**src/rtl/heichips25_pkg.sv**
```systemverilog
// Shared types and widths for the HeiChips25 pad-side request/response path.
package heichips25_pkg;

  localparam int unsigned NibbleWidth = 4;
  localparam int unsigned DataWidth   = 32;

  typedef enum logic {
    RSP_DATA = 1'b0,
    RSP_INST = 1'b1
  } rsp_tag_e;

  typedef enum logic {
    HOLD_EMPTY = 1'b0,
    HOLD_FULL  = 1'b1
  } hold_state_e;

endpackage

```
**src/rtl/nibble_rsp_deser_if.sv**
```systemverilog
// Pin-side beat handshake plus core-side response handshake of the deserializer.
interface nibble_rsp_deser_if #(
  parameter int unsigned DataWidth   = heichips25_pkg::DataWidth,
  parameter int unsigned NibbleWidth = heichips25_pkg::NibbleWidth
);
  import heichips25_pkg::*;

  // Both sides use valid/ready: a transfer happens on the rising clock edge
  // where valid and ready are both high; the source holds its payload and
  // valid until then, and valid never drops without a transfer.
  logic [NibbleWidth-1:0] nib;
  logic                   nib_valid;
  logic                   nib_ready;
  logic                   tag;
  logic                   flush;
  logic [DataWidth-1:0]   rsp_data;
  rsp_tag_e               rsp_tag;
  logic                   rsp_valid;
  logic                   rsp_ready;
  hold_state_e            hold_state;

  modport master (
    output nib, nib_valid, tag, flush, rsp_ready,
    input  nib_ready, rsp_data, rsp_tag, rsp_valid, hold_state
  );

  modport slave (
    input  nib, nib_valid, tag, flush, rsp_ready,
    output nib_ready, rsp_data, rsp_tag, rsp_valid, hold_state
  );

endinterface

```
**src/rtl/nibble_rsp_deser.sv**
```systemverilog
// Collects Beats LSB-first nibbles into one word and holds it in a one-entry
// spill stage until the core pops it.
module nibble_rsp_deser #(
  parameter int unsigned DataWidth   = heichips25_pkg::DataWidth,
  parameter int unsigned NibbleWidth = heichips25_pkg::NibbleWidth
) (
  input logic               clk_i,
  input logic               rst_i,
  nibble_rsp_deser_if.slave bus
);
  import heichips25_pkg::*;

  localparam int unsigned Beats = DataWidth / NibbleWidth;
  localparam int unsigned CntW  = (Beats > 1) ? $clog2(Beats) : 1;
  localparam logic [CntW-1:0] LastCnt = CntW'(Beats - 1);

  logic [CntW-1:0]      cnt_q;
  logic [DataWidth-1:0] shift_q;
  logic [DataWidth-1:0] shift_d;
  rsp_tag_e             tag_q;
  rsp_tag_e             word_tag;
  hold_state_e          state_q, state_d;
  logic [DataWidth-1:0] data_q;
  rsp_tag_e             rsp_tag_q;
  logic                 load_en;
  logic                 last_beat;
  logic                 beat_fire;
  logic                 word_done;

  assign last_beat = (cnt_q == LastCnt);
  // Only the final beat can stall: it needs a free (or freeing) holding slot.
  assign bus.nib_ready = !bus.flush &&
                         (!last_beat || state_q == HOLD_EMPTY || bus.rsp_ready);
  assign beat_fire = bus.nib_valid && bus.nib_ready;
  assign word_done = beat_fire && last_beat;

  if (Beats > 1) begin : g_shift
    assign shift_d = {bus.nib, shift_q[DataWidth-1:NibbleWidth]};
  end else begin : g_single
    assign shift_d = bus.nib;
  end

  // First beat of a word carries its tag; with one beat per word it is live.
  assign word_tag = (cnt_q == '0) ? rsp_tag_e'(bus.tag) : tag_q;

  always_ff @(posedge clk_i) begin
    if (rst_i || bus.flush) begin
      cnt_q   <= '0;
      shift_q <= '0;
      tag_q   <= RSP_DATA;
    end else if (beat_fire) begin
      shift_q <= shift_d;
      if (cnt_q == '0) tag_q <= rsp_tag_e'(bus.tag);
      cnt_q <= last_beat ? '0 : cnt_q + 1'b1;
    end
  end

  always_ff @(posedge clk_i) begin
    if (rst_i) state_q <= HOLD_EMPTY;
    else       state_q <= state_d;
  end

  always_comb begin
    state_d = state_q;
    load_en = 1'b0;
    case (state_q)
      HOLD_EMPTY: begin
        if (word_done) begin
          state_d = HOLD_FULL;
          load_en = 1'b1;
        end
      end
      HOLD_FULL: begin
        // A last beat here implies a pop this cycle; the new word replaces it.
        if (word_done) begin
          load_en = 1'b1;
        end else if (bus.rsp_ready) begin
          state_d = HOLD_EMPTY;
        end
      end
      default: state_d = HOLD_EMPTY;
    endcase
  end

  always_ff @(posedge clk_i) begin
    if (rst_i) begin
      data_q    <= '0;
      rsp_tag_q <= RSP_DATA;
    end else if (load_en) begin
      data_q    <= shift_d;
      rsp_tag_q <= word_tag;
    end
  end

  assign bus.rsp_data   = data_q;
  assign bus.rsp_tag    = rsp_tag_q;
  assign bus.rsp_valid  = (state_q == HOLD_FULL);
  assign bus.hold_state = state_q;

endmodule

```
**src/flat_wrapper.sv**
```systemverilog
// flat-port wrapper written by rule: the top's interface ports become plain ports
module nibble_rsp_deser_flat import heichips25_pkg::*;
#(
  parameter int unsigned DataWidth   = heichips25_pkg::DataWidth,
  parameter int unsigned NibbleWidth = heichips25_pkg::NibbleWidth
)
  (clk_i, rst_i, bus_nib, bus_nib_valid, bus_tag, bus_flush, bus_rsp_ready, bus_nib_ready, bus_rsp_data, bus_rsp_tag, bus_rsp_valid, bus_hold_state);
  nibble_rsp_deser_if #(.DataWidth(DataWidth), .NibbleWidth(NibbleWidth)) bus_i ();
  input logic clk_i;
  input logic rst_i;
  input wire logic [$bits(bus_i.nib)-1:0] bus_nib;
  input wire logic [$bits(bus_i.nib_valid)-1:0] bus_nib_valid;
  input wire logic [$bits(bus_i.tag)-1:0] bus_tag;
  input wire logic [$bits(bus_i.flush)-1:0] bus_flush;
  input wire logic [$bits(bus_i.rsp_ready)-1:0] bus_rsp_ready;
  output wire logic [$bits(bus_i.nib_ready)-1:0] bus_nib_ready;
  output wire logic [$bits(bus_i.rsp_data)-1:0] bus_rsp_data;
  output wire logic [$bits(bus_i.rsp_tag)-1:0] bus_rsp_tag;
  output wire logic [$bits(bus_i.rsp_valid)-1:0] bus_rsp_valid;
  output wire logic [$bits(bus_i.hold_state)-1:0] bus_hold_state;
  assign bus_i.nib = bus_nib;
  assign bus_i.nib_valid = bus_nib_valid;
  assign bus_i.tag = bus_tag;
  assign bus_i.flush = bus_flush;
  assign bus_i.rsp_ready = bus_rsp_ready;
  assign bus_nib_ready = bus_i.nib_ready;
  assign bus_rsp_data = bus_i.rsp_data;
  assign bus_rsp_tag = bus_i.rsp_tag;
  assign bus_rsp_valid = bus_i.rsp_valid;
  assign bus_hold_state = bus_i.hold_state;
  nibble_rsp_deser #(.DataWidth(DataWidth), .NibbleWidth(NibbleWidth)) u_core (.clk_i(clk_i), .rst_i(rst_i), .bus(bus_i));
endmodule
```
**config.mk**
```make
export PLATFORM = sky130hd
export DESIGN_NAME = nibble_rsp_deser_flat
export DESIGN_NICKNAME = d
export VERILOG_FILES = /design/src/rtl/heichips25_pkg.sv /design/src/rtl/nibble_rsp_deser_if.sv /design/src/rtl/nibble_rsp_deser.sv /design/src/flat_wrapper.sv
export SDC_FILE = /design/constraint.sdc
export NUM_CORES = 1
export LEC_CHECK = 0
export BUFFER_PORTS_ARGS = -buffer_cell sky130_fd_sc_hd__buf_2
export CAP_MARGIN = 15
export CELL_PAD_IN_SITES_DETAIL_PLACEMENT = 0
export CELL_PAD_IN_SITES_GLOBAL_PLACEMENT = 1
export CORE_ASPECT_RATIO = 0.75
export CORE_MARGIN = 4
export CORE_UTILIZATION = 39
export CTS_CLUSTER_SIZE = 16
export DETAILED_ROUTE_END_ITERATION = 7
export PLACE_DENSITY_LB_ADDON = 0.1
export SETUP_SLACK_MARGIN = 0.2
export SYNTH_ARGS = -nofsm -noshare
export SYNTH_HDL_FRONTEND = slang
export SYNTH_SLANG_ARGS = --single-unit
```
**constraint.sdc**
```tcl
create_clock -name clk_i -period 1.61 [get_ports clk_i]
set_clock_uncertainty 0.2 [all_clocks]
set_input_delay 0.161 -clock clk_i [delete_from_list [all_inputs] [get_ports clk_i]]
set_output_delay 0.161 -clock clk_i [all_outputs]
set_load 0.005 [all_outputs]
```
==> metrics.csv <==
metric;value;unit
status;finished with violations;
violations;negative hold slack, negative setup slack;
route.met3.wl;229;um
grt_pass1_vias;2028;
vias_per_cell;4.64;
drt_iter0_drc;65;
period_needed;1.76;ns
cts_tree;done;
drcViolationCount;0;
core;6960;um^2
cts_buffer_depth;2;
setup_viol;60;
fillers;705;
clkTransAtPathRegs;0.07;ns
wl_per_cell;14.1;um
grt_usage;15.1;%
num_vias;2018;
cts_hold_buf;5;
tightest_slew;0.542;ns
fp.dieArea;8800;um^2
cp.required;1.25;ns
r2r_slack;-0.11;ns
r2r_end;u_core.shift_q[29]$_SDFFE_PP0P_;
antenna_left;0;
drt_pass1_iterations;4;
min_from;bus_rsp_ready;
worstSetupStartpointType;register;
grt_pass1_wl;10100;um
die_w;107;um
p_leak;0.00143;uW
io_buffers;45;
whs;-0.0580;ns
worstHoldPathType;in2reg;
reg2reg_depth;6;
yosysWarnings;0;
rr_startpoint;u_core.cnt_q[0]$_SDFFE_PP0P_;
clock-sinks;66;
synth_area_leaders;dfxtp_1 46%, mux2i_1 20%, nand2b_1 14%;
holdPathStages;3;
netlist_instances;272;
ys_seq_area_share;46.1;%
rows;26;
rsz0062_at_grt;yes;
diodes;0;
crit_fanout;2;
setup_ws;-0.151;ns
end_kind;output port;
wl_met2;2700;um
place.gp.congestion;0.794;
fin_crit_sh;109;%
peakVddDrop;0.432;mV
grt-ovfl-total;0;
top_layer;met4;
dp_hpwl;3890;um
final_max_slew_viol_count;0;
syn_area;2870;um^2
p_total;3350;uW
min_to;u_core.bus.hold_state$_SDFF_PP0_;
synthDistinctLibCells;35;
fp.dieH;82.2;um
crit_arrival;1.40;ns
fmax;568;MHz
fin_nets;345;
synth_nets;285;
htreeDepth;3;
yosys.area.top_type;dfxtp_1;
initial_utilization;41.2;%
ys_ff_latch;66;
max_cap_violations;0;
grt_max_degree;48;
clk_latency;0.34;ns
cts_root_buf;clkbuf_8;
yosysTopAreaCellShare;46.1;%
hold_viol;1;
syn_area_per_cell;10.5;um^2
cts_inserted_buffers;9;
crit_type;reg2out;
num_io_pins;46;
drt-total-wl;6150;um
power_density;931;nW/um^2
slew_headroom;63.9;%
layout-drive-gt1-share;28.5;%
antenna_found_initial;0;
fin_util;51.7;%
area_growth;25.7;%
wl_met1;3150;um
cell type report:
type                    count  area, um^2  share of cell area, %
multi-input cells         189        1500                   41.8
clock inverters             5        77.6                   2.15
well taps                  98         123                   3.40
flip-flops and latches     66        1320                   36.7
inverters                   2        7.51                  0.208
clock buffers              11         141                   3.92
repair buffers             64         425                   11.8
layer usage:
layer	up-vias	global-route usage [%]
met2	35	23.5
met3	8	4.51
met5	-	0
li1	1028	-
met4	0	5.36
met1	947	20.1
cell families after synthesis:
kind of cell,Yosys count,share of synthesized area [%]
buffers and inverters,21,5.85
adder cells (fa/ha/maj),3,1.31
multiplexers,57,19.9
AND/OR/NAND/NOR,108,22.7
flip-flops,66,46.1
AO/OA/AOI/OAI,17,4.10
worst max-delay path: stages, from the launching register on:
cell     delay, ns
dfxtp_2       0.34
ha_4          0.16
ha_4          0.15
and3b_2       0.22
nor2_2        0.09
buf_2         0.11
Yosys cell counts:
cell and number:
dfxtp_1 66, nand2b_1 65, mux2i_1 57, nand2_1 28, clkbuf_1 6, buf_2 5, buf_6 4, o211ai_1 4
o21ai_1 4, a21oi_1 3, buf_12 3, ha_1 3, inv_1 2, a211oi_1 1, a211oi_2 1, a31o_1 1
a31oi_1 1, and2b_4 1, and3b_1 1, buf_4 1, nand2_4 1, nand2b_4 1, nand3_1 1, nand3b_1 1
nand3b_4 1, nand4_1 1, nor2_1 1, nor2_2 1, nor2_8 1, nor2b_1 1, nor2b_2 1, nor4_1 1
o21ai_0 1, o31ai_2 1, or2_1 1
what timing repair did:
| action | CTS | global route |
|---|---|---|
| resized for setup | 10 | 2 |
| pin swaps | 5 | 2 |
| cloned | 4 | 0 |
| endpoints found under the hold margin | 10 | 1 |
| setup buffers | 4 | 0 |
| endpoints found under the setup margin | 66 | 66 |
per-stage QoR:
step           hold WS [ns]  instance area (um^2)  std cells  worst slack (ns)  TNS, ns
5_1_grt             -0.0725                  3600        435            -0.216    -8.03
3_5_place_dp          0.243                  3200        406           -0.0757   -0.660
3_3_place_gp          0.234                  3200        406           -0.0519   -0.407
2_1_floorplan         0.103                  2900        272            0.0439        0
4_1_cts             -0.0787                  3590        435            -0.201    -3.54
6_report            -0.0580                  3600        435            -0.151    -3.18
worst max-delay path by stage:
stage | cells after the start | slack [ns] | from | endpoint
final | 5 | -0.15 | u_core.cnt_q[0]$_SDFFE_PP0P_ | bus_nib_ready
after global routing | 5 | -0.22 | u_core.cnt_q[0]$_SDFFE_PP0P_ | bus_nib_ready
after CTS | 5 | -0.20 | u_core.cnt_q[0]$_SDFFE_PP0P_ | bus_nib_ready
after detailed placement | 5 | -0.08 | u_core.cnt_q[1]$_SDFFE_PP0P_ | u_core.shift_q[27]$_SDFFE_PP0P_
after global placement | 5 | -0.05 | u_core.cnt_q[1]$_SDFFE_PP0P_ | u_core.shift_q[29]$_SDFFE_PP0P_
after floorplan | 6 | 0.04 | u_core.cnt_q[0]$_SDFFE_PP0P_ | u_core.shift_q[27]$_SDFFE_PP0P_
cells in the final DEF, fill, tap and decap left out, types with 2 or more instances in the layout:
| cell type | instances |
|---|---|
| nand2_8 | 4 |
| clkinv_2 | 2 |
| clkbuf_8 | 10 |
| nand2b_1 | 65 |
| buf_4 | 9 |
| a211oi_2 | 2 |
| inv_1 | 2 |
| buf_12 | 3 |
| ha_4 | 2 |
| bufinv_16 | 2 |
| a21oi_1 | 3 |
| nand2_1 | 28 |
| buf_6 | 2 |
| o211ai_1 | 4 |
| dfxtp_2 | 2 |
| buf_2 | 45 |
| dlygate4sd3_1 | 5 |
| dfxtp_1 | 64 |
| o21ai_1 | 4 |
| nor2_2 | 2 |
| mux2i_1 | 56 |
sequential cells by signal, indices dropped and copies added (netlist names):
signal	flops
u_core.bus.rsp_data	32
u_core.shift_q	28
u_core.bus.rsp_tag	1
u_core.bus.hold_state	1
u_core.tag_q	1
u_core.cnt_q	3
where the power goes:
part | internal, uW | leakage, uW | switching (uW) | total, uW
Combinational | 85.1 | 0.000792 | 95.4 | 180
Sequential | 1640 | 0.000533 | 3.21 | 1640
Clock | 909 | 0.000109 | 625 | 1530
Note: power is estimated with default switching activity, not from simulation.
